===== config.mk =====
export PLATFORM = sky130hd
export DESIGN_NAME = mem_arbiter_flat
export DESIGN_NICKNAME = d
export VERILOG_FILES = /design/src/rtl/mem_arbiter_pkg.sv /design/src/rtl/mem_arbiter_if.sv /design/src/rtl/mem_arbiter_starve_counter.sv /design/src/rtl/mem_arbiter.sv /design/src/flat_wrapper.sv
export SDC_FILE = /design/constraint.sdc
export NUM_CORES = 1
export LEC_CHECK = 0
export ABC_AREA = 0
export CORE_UTILIZATION = 24
export DETAILED_ROUTE_END_ITERATION = 12
export PLACE_DENSITY_LB_ADDON = 0.3
export SLEW_MARGIN = 0
export SYNTH_ARGS = -nofsm -noshare
export SYNTH_HDL_FRONTEND = slang
export SYNTH_SLANG_ARGS = --single-unit

===== constraint.sdc =====
create_clock -name clk -period 3.9 [get_ports clk]
set_input_delay 0.585 -clock clk [delete_from_list [all_inputs] [get_ports clk]]
set_output_delay 0.585 -clock clk [all_outputs]
set_load 0.005 [all_outputs]

===== src/rtl/mem_arbiter_pkg.sv =====
// Shared definitions for the MISC-V memory path.
//   - default RAM geometry, also used where raw_memory is instantiated
//   - rd_owner_t: which port owns the read currently returning from the RAM
package misc_v_mem_pkg;

  localparam int MEM_DATA_WIDTH    = 16;
  localparam int MEM_ADDR_WIDTH    = 10;
  localparam int MEM_STARVE_LIMIT  = 4;

  typedef enum logic [1:0] {
    OWN_NONE,
    OWN_DATA,
    OWN_FETCH
  } rd_owner_t;

endpackage


===== src/rtl/mem_arbiter_if.sv =====
// Bundle of every signal between the arbiter, its two requesters and the RAM.
//   data port  : d_req/d_we/d_addr/d_wdata in, d_gnt/d_rvalid/d_rdata out
//   fetch port : i_req/i_addr in, i_gnt/i_rvalid/i_rdata out
//   RAM side   : mem_addr/mem_data/mem_we out, mem_q in
// slave  = arbiter view, master = requester/RAM environment view.
interface mem_arbiter_if
  import misc_v_mem_pkg::*;
#(
  parameter int DATA_WIDTH = MEM_DATA_WIDTH,
  parameter int ADDR_WIDTH = MEM_ADDR_WIDTH
);
  logic                  d_req;
  logic                  d_we;
  logic [ADDR_WIDTH-1:0] d_addr;
  logic [DATA_WIDTH-1:0] d_wdata;
  logic                  d_gnt;
  logic                  d_rvalid;
  logic [DATA_WIDTH-1:0] d_rdata;

  logic                  i_req;
  logic [ADDR_WIDTH-1:0] i_addr;
  logic                  i_gnt;
  logic                  i_rvalid;
  logic [DATA_WIDTH-1:0] i_rdata;

  logic [ADDR_WIDTH-1:0] mem_addr;
  logic [DATA_WIDTH-1:0] mem_data;
  logic                  mem_we;
  logic [DATA_WIDTH-1:0] mem_q;

  modport slave (
    input  d_req, d_we, d_addr, d_wdata, i_req, i_addr, mem_q,
    output d_gnt, d_rvalid, d_rdata, i_gnt, i_rvalid, i_rdata,
           mem_addr, mem_data, mem_we
  );

  modport master (
    output d_req, d_we, d_addr, d_wdata, i_req, i_addr, mem_q,
    input  d_gnt, d_rvalid, d_rdata, i_gnt, i_rvalid, i_rdata,
           mem_addr, mem_data, mem_we
  );
endinterface


===== src/rtl/mem_arbiter_starve_counter.sv =====
// Saturating counter of consecutive cycles the fetch port lost arbitration.
//   clk, reset : clock, synchronous active-high reset
//   inc        : count one more lost cycle (ignored once saturated)
//   clr        : clear (fetch was granted)
//   cnt        : current count
//   sat        : cnt has reached LIMIT
module starve_counter #(
  parameter int LIMIT = 4,
  parameter int W     = $clog2(LIMIT + 1)
) (
  input  logic         clk,
  input  logic         reset,
  input  logic         inc,
  input  logic         clr,
  output logic [W-1:0] cnt,
  output logic         sat
);
  localparam logic [W-1:0] MAX = W'(LIMIT);

  assign sat = (cnt == MAX);

  always_ff @(posedge clk) begin
    if (reset || clr)
      cnt <= '0;
    else if (inc && !sat)
      cnt <= cnt + 1'b1;
  end
endmodule


===== src/rtl/mem_arbiter.sv =====
// Arbiter sharing one single-port RAM (one-cycle registered read) between
// the data (load/store) port and the instruction-fetch port.
//   clk, reset : clock, synchronous active-high reset
//   bus        : mem_arbiter_if.slave -- both request ports and the RAM side
// Data wins contention unless fetch has lost STARVE_LIMIT cycles in a row.
// Read data returns one cycle after the grant, tagged by rd_owner.
module mem_arbiter
  import misc_v_mem_pkg::*;
#(
  parameter int DATA_WIDTH   = MEM_DATA_WIDTH,
  parameter int ADDR_WIDTH   = MEM_ADDR_WIDTH,
  parameter int STARVE_LIMIT = MEM_STARVE_LIMIT
) (
  input  logic            clk,
  input  logic            reset,
  mem_arbiter_if.slave    bus
);
  localparam int CNT_W = $clog2(STARVE_LIMIT + 1);

  logic             d_win;
  logic             i_win;
  logic             starve_sat;
  logic [CNT_W-1:0] starve_cnt;
  rd_owner_t        rd_owner;

  starve_counter #(
    .LIMIT (STARVE_LIMIT),
    .W     (CNT_W)
  ) u_starve (
    .clk   (clk),
    .reset (reset),
    .inc   (bus.i_req && !i_win),
    .clr   (i_win),
    .cnt   (starve_cnt),
    .sat   (starve_sat)
  );

  // Grant: fully combinational so a request is accepted in its own cycle.
  always_comb begin
    d_win = 1'b0;
    i_win = 1'b0;
    if (!reset) begin
      if (bus.d_req && bus.i_req) begin
        i_win = starve_sat;
        d_win = !starve_sat;
      end else begin
        d_win = bus.d_req;
        i_win = bus.i_req;
      end
    end
  end

  // RAM drive; address parks at 0 when nobody is granted.
  always_comb begin
    bus.mem_addr = '0;
    if (d_win)
      bus.mem_addr = bus.d_addr;
    else if (i_win)
      bus.mem_addr = bus.i_addr;
  end

  assign bus.mem_data = bus.d_wdata;
  assign bus.mem_we   = d_win && bus.d_we;

  assign bus.d_gnt = d_win;
  assign bus.i_gnt = i_win;

  // Owner of the read whose data appears on mem_q in the next cycle.
  // Stores leave it at none so they never raise rvalid.
  always_ff @(posedge clk) begin
    if (reset)
      rd_owner <= OWN_NONE;
    else if (d_win && !bus.d_we)
      rd_owner <= OWN_DATA;
    else if (i_win)
      rd_owner <= OWN_FETCH;
    else
      rd_owner <= OWN_NONE;
  end

  assign bus.d_rvalid = (rd_owner == OWN_DATA);
  assign bus.i_rvalid = (rd_owner == OWN_FETCH);
  assign bus.d_rdata  = bus.mem_q;
  assign bus.i_rdata  = bus.mem_q;
endmodule


===== src/flat_wrapper.sv =====
// flat-port wrapper written by rule: the top's interface ports become plain ports
module mem_arbiter_flat import misc_v_mem_pkg::*;
#(
  parameter int DATA_WIDTH   = MEM_DATA_WIDTH,
  parameter int ADDR_WIDTH   = MEM_ADDR_WIDTH,
  parameter int STARVE_LIMIT = MEM_STARVE_LIMIT
)
  (clk, reset, bus_d_req, bus_d_we, bus_d_addr, bus_d_wdata, bus_i_req, bus_i_addr, bus_mem_q, bus_d_gnt, bus_d_rvalid, bus_d_rdata, bus_i_gnt, bus_i_rvalid, bus_i_rdata, bus_mem_addr, bus_mem_data, bus_mem_we);
  mem_arbiter_if #(.DATA_WIDTH(DATA_WIDTH), .ADDR_WIDTH(ADDR_WIDTH)) bus_i ();
  input  logic clk;
  input  logic reset;
  input wire logic [$bits(bus_i.d_req)-1:0] bus_d_req;
  input wire logic [$bits(bus_i.d_we)-1:0] bus_d_we;
  input wire logic [$bits(bus_i.d_addr)-1:0] bus_d_addr;
  input wire logic [$bits(bus_i.d_wdata)-1:0] bus_d_wdata;
  input wire logic [$bits(bus_i.i_req)-1:0] bus_i_req;
  input wire logic [$bits(bus_i.i_addr)-1:0] bus_i_addr;
  input wire logic [$bits(bus_i.mem_q)-1:0] bus_mem_q;
  output wire logic [$bits(bus_i.d_gnt)-1:0] bus_d_gnt;
  output wire logic [$bits(bus_i.d_rvalid)-1:0] bus_d_rvalid;
  output wire logic [$bits(bus_i.d_rdata)-1:0] bus_d_rdata;
  output wire logic [$bits(bus_i.i_gnt)-1:0] bus_i_gnt;
  output wire logic [$bits(bus_i.i_rvalid)-1:0] bus_i_rvalid;
  output wire logic [$bits(bus_i.i_rdata)-1:0] bus_i_rdata;
  output wire logic [$bits(bus_i.mem_addr)-1:0] bus_mem_addr;
  output wire logic [$bits(bus_i.mem_data)-1:0] bus_mem_data;
  output wire logic [$bits(bus_i.mem_we)-1:0] bus_mem_we;
  assign bus_i.d_req = bus_d_req;
  assign bus_i.d_we = bus_d_we;
  assign bus_i.d_addr = bus_d_addr;
  assign bus_i.d_wdata = bus_d_wdata;
  assign bus_i.i_req = bus_i_req;
  assign bus_i.i_addr = bus_i_addr;
  assign bus_i.mem_q = bus_mem_q;
  assign bus_d_gnt = bus_i.d_gnt;
  assign bus_d_rvalid = bus_i.d_rvalid;
  assign bus_d_rdata = bus_i.d_rdata;
  assign bus_i_gnt = bus_i.i_gnt;
  assign bus_i_rvalid = bus_i.i_rvalid;
  assign bus_i_rdata = bus_i.i_rdata;
  assign bus_mem_addr = bus_i.mem_addr;
  assign bus_mem_data = bus_i.mem_data;
  assign bus_mem_we = bus_i.mem_we;
  mem_arbiter #(.DATA_WIDTH(DATA_WIDTH), .ADDR_WIDTH(ADDR_WIDTH), .STARVE_LIMIT(STARVE_LIMIT)) u_core (.clk(clk), .reset(reset), .bus(bus_i));
endmodule

Word level (Yosys, flattened, before mapping)
Cells that the tools add are included.
{"block": "op_classes", "reduce_logical": 10, "n_mux": 8, "n_addsub": 1, "n_eq_ne": 3}
{"op": "2-to-1 mux 10 bit", "count": 2}
{"op": "logical AND 1 bit", "count": 5}
{"op": "2-to-1 mux 1 bit", "count": 5}
{"op": "adder 3 x 1 -> 3 bit, second input constant", "count": 1}
{"op": "equality test 3 bit, second input constant", "count": 1}
{"op": "logical NOT 1 bit", "count": 3}
{"op": "equality test 2 x 1 -> 1 bit, second input constant", "count": 1}
{"op": "equality test 2 bit, second input constant", "count": 1}
{"op": "2-to-1 mux 2 bit", "count": 1}
{"op": "OR reduction 2 bit", "count": 1}
{"op": "logical OR 1 bit", "count": 1}
{"block": "word_totals", "elab_cells": 25, "inputBits": 57, "out_inout_bits": 63, "reg_bits": 5}

Longest topological paths before layout
Gate-level depths: netlist of run 1.
{"block": "depth", "depth_word": 6, "mapped_depth": 6, "mapped_depth_nobuf": 5}

Modules after synthesis
A second synthesis of run 1 with hierarchy kept.
{"block": "hier_totals", "hier_cells": 115, "area_unflattened_um2": 1016.0}
{"module": "mem_arbiter", "seq_area_each_um2": 40.0, "area_per_inst_um2": 828.3, "instances": 1, "cells_per_inst": 97}
{"module": "starve_counter", "seq_area_each_um2": 60.1, "area_per_inst_um2": 187.7, "instances": 1, "cells_per_inst": 18}

Worst setup path before layout of run 1
No wires, ideal clock.
{"block": "synth_timing", "path_type": "register to output", "startpoint": "register u_core.u_starve.cnt[0]", "endpoint": "output port bus_mem_we", "arrival_time_ns": 1.296, "setup_slack_ns": 2.019, "path_buffers": 1, "t_required_ns": 3.315, "stages_incl_launch_ff": 6, "path_cell_list": "dfxtp_1 > inv_1 > ha_1 > a311oi_2 > buf_6 > and2_1"}
{"block": "synth_between", "elab_chain_cells": 5}
{"item": "from (decl)", "line_no": "mem_arbiter_starve_counter.sv:15", "source": "output logic [W-1:0] cnt,"}
{"item": "from (signal assigned)", "line_no": "mem_arbiter_starve_counter.sv:26", "source": "cnt <= cnt + 1'b1;"}
{"item": "equality test 3 bit", "line_no": "mem_arbiter_starve_counter.sv:20", "source": "assign sat = (cnt == MAX);"}
{"item": "logical NOT 1 bit", "line_no": "mem_arbiter.sv:45", "source": "d_win = !starve_sat;"}
{"item": "2-to-1 mux 1 bit", "line_no": "mem_arbiter.sv:43", "source": "if (bus.d_req && bus.i_req) begin"}
{"item": "2-to-1 mux 1 bit", "line_no": "mem_arbiter.sv:42", "source": "if (!reset) begin"}
{"item": "net bus_d_gnt", "line_no": "flat_wrapper.sv:19", "source": "output wire logic [$bits(bus_i.d_gnt)-1:0] bus_d_gnt;"}
{"item": "logical AND 1 bit", "line_no": "mem_arbiter.sv:63", "source": "assign bus.mem_we = d_win && bus.d_we;"}
{"item": "to (decl)", "line_no": "flat_wrapper.sv:27", "source": "output wire logic [$bits(bus_i.mem_we)-1:0] bus_mem_we;"}
The timed path passes the listed nets, and every way through them passes these cells.

Worst setup path after layout of run 1
{"block": "layout_timing", "startpoint": "input port bus_i_req", "endpoint": "output port bus_mem_addr[1]"}
{"block": "layout_between", "elab_chain_cells": 5, "word_cells_on_any_way": 7}
{"item": "from (decl)", "line_no": "flat_wrapper.sv:16", "source": "input wire logic [$bits(bus_i.i_req)-1:0] bus_i_req;"}
{"item": "logical AND 1 bit", "line_no": "mem_arbiter.sv:43"}
{"item": "2-to-1 mux 1 bit", "line_no": "mem_arbiter.sv:43"}
{"item": "2-to-1 mux 1 bit", "line_no": "mem_arbiter.sv:42"}
{"item": "2-to-1 mux 10 bit", "line_no": "mem_arbiter.sv:58", "source": "else if (i_win)"}
{"item": "2-to-1 mux 10 bit (*)", "line_no": "mem_arbiter.sv:56", "source": "if (d_win)"}
{"item": "to (decl)", "line_no": "flat_wrapper.sv:25", "source": "output wire logic [$bits(bus_i.mem_addr)-1:0] bus_mem_addr;"}
Mark *: on every way between the ends. The rest lies on a longest branch, timed or not.

==> reports/qor.txt, run 1 <==
RSZ-0062 raised after global routing -> no
Setup Viol. Count Final -> 0
Rows -> 19
Pre-antenna DRT Iters -> 8
Avg WL per Cell -> 14.1 um
Worst Path Buf+Inv -> 3
DR vias -> 519
Post-layout util -> 0.287
Fmax -> 317 MHz
Share of the synthesized area in the top cell type -> 0.492
Via/cell ratio -> 4.55
Commonest non-fill, non-tap cell in the layout -> clkdlybuf4s50_1
CP peak stage delay -> 0.58 ns
Status -> finished with violations
Reg area -> 100 um2
Hold buffers post-CTS -> 0
Arrival time at the worst endpoint -> 2.57 ns
Non-filler cells, final -> 114
Period utilization -> 0.810
Ports -> 120
Cell mode on critical path -> clkdlybuf4s50_1
CP Class -> in -> out
Yosys warnings -> 0
First-pass GRT wire length -> 2.31 mm
DRC -> 10
Post-route setup TNS -> 0 ns
Dpl cells -> 110
Post-Syn Area -> 732 um2
Iteration-0 DRC Markers -> 35
# nets final -> 143
Avg Synthesized Cell Area -> 8.22 um2
H-tree Lvls -> 1
Initial antenna violation count -> 0
HP Class -> reg -> reg
Most frequent cells in the layout -> clkdlybuf4s50_1 (39), a22o_1 (10), dfxtp_1 (5)
Hold Path Depth -> 2
Largest net degree at the start of global routing -> 14
Critical Path End Type -> output pin
Clk_lat worst skew -> 0.24 ns
Failing checks -> DRC
TritonCTS Sinks -> 5
Clock skew -> 0.00287 ns
Post-cts gate resize count -> 0
Core area -> 2830 um2
Register bit total from synthesis -> 5
I/O Buffers -> 39
Postcts setup bufs -> 0
Final ANT Viol Nets -> 0
Die W -> 57.2 um
R2R cell count -> 5
Gpl congestion -> 0.739
Area leader, netlist -> buf_4
Max FO, Critical Path -> 11
Routed wire length -> 1.60 mm
Distinct cells, synth -> 20
ANT cells -> 0
Half-perimeter wire length after placement -> 1.31 mm
Top cells by area, synth -> buf_4 (49%), dfxtp_1 (14%), a22o_1 (12%)
Pwr dens -> 215 nW/um2
Total CTS buffers -> 3
Effective utilization at floorplan -> 0.259
Clk buf depth -> 2
Synth-to-layout area growth -> 10.9%
Final Hold Viols -> 0
Mapped Cells -> 89
Max VDD drop -> 73.7 uV
CP Launch Type -> input pin
Fin crit period -> 3.16 ns
Root Buffer Master -> clkbuf_4
Grt ovf -> 0
Worst-Margin Slew -> 0.689 ns
Max Cap Viol -> 0
Sequential area share after synthesis -> 0.137
Share of cells above drive strength 1 -> 0.0964
CP top delay family -> buffers and inverters
# fillers -> 310
Die ar. -> 3270 um2
P_leak -> 0.309 nW
Number of global-route vias before repair -> 484
Req. time, crit path -> 3.31 ns
Die H -> 57.2 um
Critical path's slowest cell -> nor3_2
Setup WS pre-CTS -> 0.708 ns
Max-slew violations -> 0
Slew HR -> 0.538
GRT Overall Usage -> 0.0935
CP Depth -> 5
Syn Nets -> 148
Cells along the critical path -> clkdlybuf4s50_1, inv_2, nor3_2, a22o_1, clkdlybuf4s50_1
CTS clock-pin slew for the worst setup and hold paths -> 0.04 ns
CTS tree -> yes
Setup ws final -> 0.741 ns
Total power -> 0.174 mW
Multi-input logic area -> 234 um2
-- sequential cells by signal (all words and copies together) (netlist names) --
| signal | count |
|---|---|
| u_core.rd_owner | 2 |
| u_core.u_starve.cnt | 3 |
-- Yosys cell counts (all sizes together) --
cell type and number:
ha 2, a311oi 1, nand4b 1, and2b 1, o21ai 1, buf 50
a21oi 3, and2 1, dfxtp 5, a21boi 1, nand3 2, nor3 2
nor2b 2, nand2 2, a22o 10, inv 4, nor3b 1
-- final timing paths --
| kind | start | to | slack [ns] |
|---|---|---|---|
| worst max-delay path | bus_i_req | bus_mem_addr[1] | 0.74 |
| worst min-delay path | u_core.u_starve.cnt[1] | u_core.u_starve.cnt[1] | 0.48 |
| worst max register to register | u_core.u_starve.cnt[0] | u_core.rd_owner[0] | 2.59 |
| worst min register to register | u_core.u_starve.cnt[1] | u_core.u_starve.cnt[1] | 0.48 |
-- layout make-up --
| cell class | count | share of cell area |
|---|---|---|
| Tap cell | 31 | 0.0478 |
| Sequential cell | 5 | 0.123 |
| Clock buffer | 4 | 0.0324 |
| Multi-Input combinational cell | 30 | 0.288 |
| Inverter | 4 | 0.0185 |
| Timing Repair Buffer | 40 | 0.490 |
-- where the power goes --
part	switching, mW	internal (mW)
Sequential	0.000921	0.0530
Clock	0.0203	0.0386
Combinational	0.0183	0.0432
-- metal layers --
metal,wire length (um),global-route usage,part of all wire,vias to the layer above
met2,796,0.163,0.50,55
met3,311,0.0635,0.19,4
met1,485,0.0888,0.30,223
li1,-,-,-,237
met4,9,0.0279,0.0056,0
met5,0,0,0,-
-- per-stage QoR --
step                      hold WS [ns]  area, um2
after CTS                        0.478        812
after global routing             0.504        812
final                            0.479        812
after global placement           0.476        786
after floorplan                  0.447        732
after detailed placement         0.473        786
-- tightest hold or removal path, cell delays in order, from the launching register on --
cell     delay, ns
dfxtp_1       0.32
nand2_1       0.06
a21oi_1       0.05
-- cell families after synthesis --
logic type	after synthesis	share of synthesized area
compound gates	16	0.183
simple gates	12	0.103
fa+ha+maj	2	0.0342
buf+inv	54	0.544
flops	5	0.137
(Power assumes the default switching activity.)
==> run 2: changes to the inputs <==
--- a/config.mk
+++ b/config.mk
@@ -6,7 +6,7 @@
 export NUM_CORES = 1
 export LEC_CHECK = 0
 export ABC_AREA = 0
-export CORE_UTILIZATION = 24
+export CORE_UTILIZATION = 22
 export DETAILED_ROUTE_END_ITERATION = 12
 export PLACE_DENSITY_LB_ADDON = 0.3
 export SLEW_MARGIN = 0
==> constraint.sdc (replaced) <==
create_clock -name clk -period 3.2 [get_ports clk]
set_input_delay 0.48 -clock clk [delete_from_list [all_inputs] [get_ports clk]]
set_output_delay 0.48 -clock clk [all_outputs]
set_load 0.005 [all_outputs]
==> run 2 against run 1 <==
Compared with the run above:
- the run now ends clean
- worst setup slack worse by 0.19 ns
- sequential power rose by 22%
- worst hold slack lost 0.0031 ns
- critical path type unchanged
==> reports/qor.txt, run 2 (synthesis results as in run 1) <==
Gpl congestion -> 0.838 (+13%)
Setup ws final -> 0.555 ns (-0.186 ns)
Number of global-route vias before repair -> 457 (-5.6%)
Core area -> 3100 um2 (+9.7%)
First-pass GRT wire length -> 2.11 mm (-8.7%)
Largest net degree at the start of global routing -> 14 (unchanged)
Clk_lat worst skew -> 0.25 ns (about the same)
Root Buffer Master -> clkbuf_4
Biggest regs -> u_core.u_starve.cnt: 3 flops, u_core.rd_owner: 2 flops
M2 GR Usage -> 0.111 (-0.0519)
ANT cells -> 0 (unchanged)
Slew HR -> 0.825 (+0.286)
Arrival time at the worst endpoint -> 2.17 ns (-0.40 ns)
RSZ-0062 raised after global routing -> no
Avg WL per Cell -> 12.0 um (-15%)
Most frequent cells in the layout -> clkdlybuf4s50_1 (39), a22o_1 (10), dfxtp_1 (5)
Rows -> 20 (+1)
Critical Path End Type -> output pin
Iteration-0 DRC Markers -> 9 (-74%)
Pre-antenna DRT Iters -> 4 (-4)
Period utilization -> 0.827
Fin crit period -> 2.65 ns
Via/cell ratio -> 4.04 (-11%)
Pwr dens -> 260 nW/um2 (+21%)
GRT Overall Usage -> 0.0824 (-0.0111)
NetSw -> 0.0524 mW (+33%)
Initial antenna violation count -> 0 (unchanged)
Placed Area -> 810 um2 (+3.0%)
I/O Buffers -> 39 (unchanged)
# nets final -> 144 (+0.70%)
HP Class -> reg -> reg
TritonCTS Sinks -> 5 (unchanged)
Post-cts gate resize count -> 0 (unchanged)
Setup WS pre-CTS -> 0.545 ns (-0.163 ns)
Sw frac -> 0.241 (+0.0143)
Max FO, Critical Path -> 11 (unchanged)
Sequential Power Share -> 0.302 (-0.007)
Die ar. -> 3560 um2 (+8.8%)
Post-route setup TNS -> 0 ns (unchanged)
Total power -> 0.217 mW (+25%)
Max-slew violations -> 0 (unchanged)
Die W -> 59.7 um (+4.3%)
DR vias -> 517 (-0.39%)
Postcts setup bufs -> 0 (unchanged)
M3 GR Usage -> 0.0671 (+0.00361)
Biggest register -> u_core.u_starve.cnt
Share of cells above drive strength 1 -> 0.107 (+0.0108)
Multi-input logic area -> 234 um2 (unchanged)
Setup Viol. Count Final -> 0 (unchanged)
Final ANT Viol Nets -> 0 (unchanged)
Clk buf depth -> 2 (unchanged)
CP Class -> in -> out
Clock Power Share -> 0.349 (+0.011)
Clock skew -> 0.00728 ns (+0.00440 ns)
CTS tree -> yes
Commonest non-fill, non-tap cell in the layout -> clkdlybuf4s50_1
Req. time, crit path -> 2.72 ns (-0.59 ns)
Cell area after layout -> 836 um2 (+2.9%)
Die H -> 59.7 um (+4.3%)
Max VDD drop -> 171 uV (+130%)
Reg area -> 100 um2 (unchanged)
# fillers -> 358 (+15%)
Met1 GRT Util -> 0.0785 (-0.0102)
P_leak -> 0.315 nW (+1.7%)
Pint -> 0.165 mW (+22%)
Routed wire length -> 1.54 mm (-4.2%)
Ports -> 120 (unchanged)
Total CTS buffers -> 3 (unchanged)
Final Hold Viols -> 0 (unchanged)
Largest register FFs -> 3 (unchanged)
Worst-Margin Slew -> 0.262 ns (-0.426 ns)
Grt ovf -> 0 (unchanged)
Synth-to-layout area growth -> 14.2%
Combinational share of power -> 0.349 (-0.003)
H-tree Lvls -> 1 (unchanged)
Fmax -> 378 MHz
Max Cap Viol -> 0 (unchanged)
CP Launch Type -> input pin
GRT busiest layer -> met2
Status -> finished, final reports clean
DRC -> 0 (-10)
Effective utilization at floorplan -> 0.236 (-0.0228)
Hold buffers post-CTS -> 0 (unchanged)
CTS clock-pin slew for the worst setup and hold paths -> 0.05 ns (about the same)
Half-perimeter wire length after placement -> 1.22 mm (-7.5%)
[run 2: cell types whose count changed in the layout (fill, tap and decap cells not counted), sizes merged]
cell and delta:
buf +1
[run 2: cell type report]
type                    count  share of cell area
repair buffers             41               0.485
multi-input cells          30               0.280
flip-flops and latches      5               0.120
well taps                  44              0.0659
clock buffers               4              0.0314
inverters                   4              0.0180
[run 2: worst paths after layout]
path                           from                      to  slack [ns]  cells past startpoint
min reg2reg  u_core.u_starve.cnt[0]  u_core.u_starve.cnt[0]        0.48                      2
max reg2reg  u_core.u_starve.cnt[0]      u_core.rd_owner[0]        1.86                      5
max                       bus_i_req         bus_mem_addr[3]        0.55                      6
min          u_core.u_starve.cnt[0]  u_core.u_starve.cnt[0]        0.48                      2
[run 2: per-stage QoR]
step,util,hold WS [ns],std cells
2_1_floorplan,-,0.447,89
3_3_place_gp,0.261,0.474,124
3_5_place_dp,0.261,0.470,124
4_1_cts,0.269,0.478,128
5_1_grt,0.269,0.519,128
6_report,0.269,0.475,128
[run 2: power groups by stage]
stage	registers, mW	clock network [mW]	logic, mW
2_1_floorplan	0.0666	0	0.0716
3_3_place_gp	0.0669	0	0.0763
3_5_place_dp	0.0668	0	0.0763
4_1_cts	0.0656	0.0791	0.0767
5_1_grt	0.0658	0.0826	0.0818
6_report	0.0656	0.0760	0.0759
[run 2: routing by layer]
layer  part of all wire  routed length [um]
met1               0.35                 544
met2               0.39                 602
met3               0.22                 331
met4              0.037                  57
met5                  0                   0
[run 2: critical path, stage by stage]
cell and delay, ns:
clkdlybuf4s50_1 0.59, inv_2 0.10, nor3_2 0.15, buf_4 0.19
a22o_1 0.15, clkdlybuf4s50_1 0.51
==> RTL change: new RTL, flow settings as in run 2 <==
Set the package constant `MEM_DATA_WIDTH` to 24 (it was 16).
--- a/src/rtl/mem_arbiter_pkg.sv
+++ b/src/rtl/mem_arbiter_pkg.sv
@@ -3,7 +3,7 @@
 //   - rd_owner_t: which port owns the read currently returning from the RAM
 package misc_v_mem_pkg;
 
-  localparam int MEM_DATA_WIDTH    = 16;
+  localparam int MEM_DATA_WIDTH    = 24;
   localparam int MEM_ADDR_WIDTH    = 10;
   localparam int MEM_STARVE_LIMIT  = 4;
 
Interface: changed (5 resized); port bits go from 120 to 160. No check against the original RTL was run, so the function may have changed too.
==> RTL change against run 2 <==
Critical endpoint is now bus_mem_addr[1]; combinational power about the same; clock skew decreased by 0.0041 ns; clock power increased by 54%; first-iteration DRC count increased by 110%; largest power group unchanged; design area increased by 3.1%; sequential cell count unchanged; power increased by 19%; routed wire length increased by 20%; area after synthesis increased by 25%; via count increased by 5.6%; worst setup slack improved by 0.0045 ns; largest cell class unchanged.
==> RTL change: results (changes against run 2) <==
Pwr
  • Seq pwr: 0.0000659 W
  • P_sw: 0.0000553 W (+5.6%)
  • Internal power: 0.000204 W (+23%)
  • Leakage power: 0.322 nW (+2.5%)
  • Clock group: 0.000117 W (+54%)
  • Maximum VDD drop: 0.0806 mV (-53%)

Synth
  • Yosys warnings: 0 (unchanged)
  • Ys flop type: dfxtp_1
  • Post-synth net total: 188 (+27%)
  • Async SR Flop Fraction: 0% (unchanged)
  • Top cells by count, synth: 72 x buf_4, 10 x a22o_1, 5 x dfxtp_1
  • Synth top area cells: buf_4 59%, dfxtp_1 11%, a22o_1 9.6%
  • Yosys cell types: 20 (unchanged)
  • Sequential area share after synthesis: 11.0% (-2.7 points)
  • Post-synth EDFFs: 0 (unchanged)

Clocking
  • Setup Fix Bufs, Post-CTS: 0 (unchanged)
  • Root Driver: clkbuf_8
  • Worst skew pair latency: 0.22 ns (-0.03 ns)
  • # H-tree levels: 1 (unchanged)
  • Clk buf depth: 2 (unchanged)
  • Post-CTS Resized: 0 (unchanged)
  • Clock slew at reported path FFs: 0.03 ns (-0.02 ns)

STA
  • Fmax: 379 MHz (+0.17%)
  • Hold_ws: 0.474 ns (-0.00141 ns)
  • Setup Skew: 0.00321 ns (-0.00406 ns)
  • Final max-slew violation count: 0 (unchanged)
  • Worst-Margin Slew: 0.254 ns (-0.00812 ns)

Finish
  • # diodes: 0 (unchanged)
  • Storage cell area: 100 µm² (unchanged)
  • Final nets: 160 (+11%)
  • FILL cells: 430 (+20%)
  • Regs by FF count: u_core.u_starve.cnt: 3 flops, u_core.rd_owner: 2 flops
  • Layout cells sized above 1: 10.7% (unchanged)

Min path
  • WHS Endpoint: u_core.u_starve.cnt[1]$_SDFFE_PP0P_
  • Hold path start: u_core.u_starve.cnt[1]$_SDFFE_PP0P_
  • Hold Crit Depth: 2 (unchanged)
  • Hold Path Class: flop to flop

Placed design
  • Pre-CTS setup slack: 0.540 ns (-0.00463 ns)
  • Port Buffers: 39 (unchanged)
  • GPL Wtd Cong: 0.728 (-13%)
  • Detailed Place HPWL: 1530 µm (+25%)
  • Post-DP Area: 817 µm² (+0.93%)

Drt
  • Drt wl/cell: 13.8 µm (+15%)
  • Total number of vias: 546 (+5.6%)
  • DR iter-0 viols: 19 (+10)
  • Drt pass-1 iters: 3 (-1)

Global route
  • First-pass GRT wire length: 2340 µm (+11%)
  • Initial antenna violation count: 0 (unchanged)
  • Largest net degree at the start of global routing: 14 (unchanged)
  • GRT Util Overall: 7.62% (-0.63 points)
  • Vias in the first global route: 468 (+2.4%)

Run status
  • Status: finished, final reports clean

Critical path
  • R2R depth: 5 (unchanged)
  • RR Endpoint: u_core.rd_owner[0]$_SDFF_PP0_
  • CP startpoint: reset
  • Worst R2R Setup Slack: 1.85 ns
  • CP Max Fanout: 13 (+2)
  • CP endpoint: bus_mem_addr[1]
  • Worst path arrival time: 2.16 ns
  • Reg-to-reg startpoint: u_core.u_starve.cnt[0]$_SDFFE_PP0P_
## RTL change: kinds of logic after synthesis
group                      count (synthesis)  share of synthesized area (%)
AOI/OAI and AO/OA                         16                           14.7
adders and majority gates                  2                           2.74
buffers and inverters                     78                           63.4
DFF                                        5                           11.0
and+or+nand+nor                           12                           8.23
## RTL change: through the flow
step	power [W]	std cells
after detailed placement	0.000143	130
final	0.000259	134
after global placement	0.000143	130
after global routing	0.000276	134
after CTS	0.000265	134
after floorplan	0.000162	113
## RTL change: critical path: stages
cell and delay, ns:
clkdlybuf4s50_1 0.53, a311oi_2 0.28, buf_4 0.23, a22o_1 0.14
clkdlybuf4s50_1 0.50
## RTL change: layout make-up
cell class                 count  area share [%]
inverter                       4            1.74
tap                           50            7.26
timing repair buffer          41            47.0
sequential                     5            11.6
clock buffer                   4            5.22
multi-input combinational     30            27.1
## RTL change: routing by layer
metal | wire (µm) | track usage (%)
met1 | 455 | 5.08
met2 | 963 | 13.8
met3 | 342 | 5.17
met4 | 84 | 6.65
met5 | 0 | 0
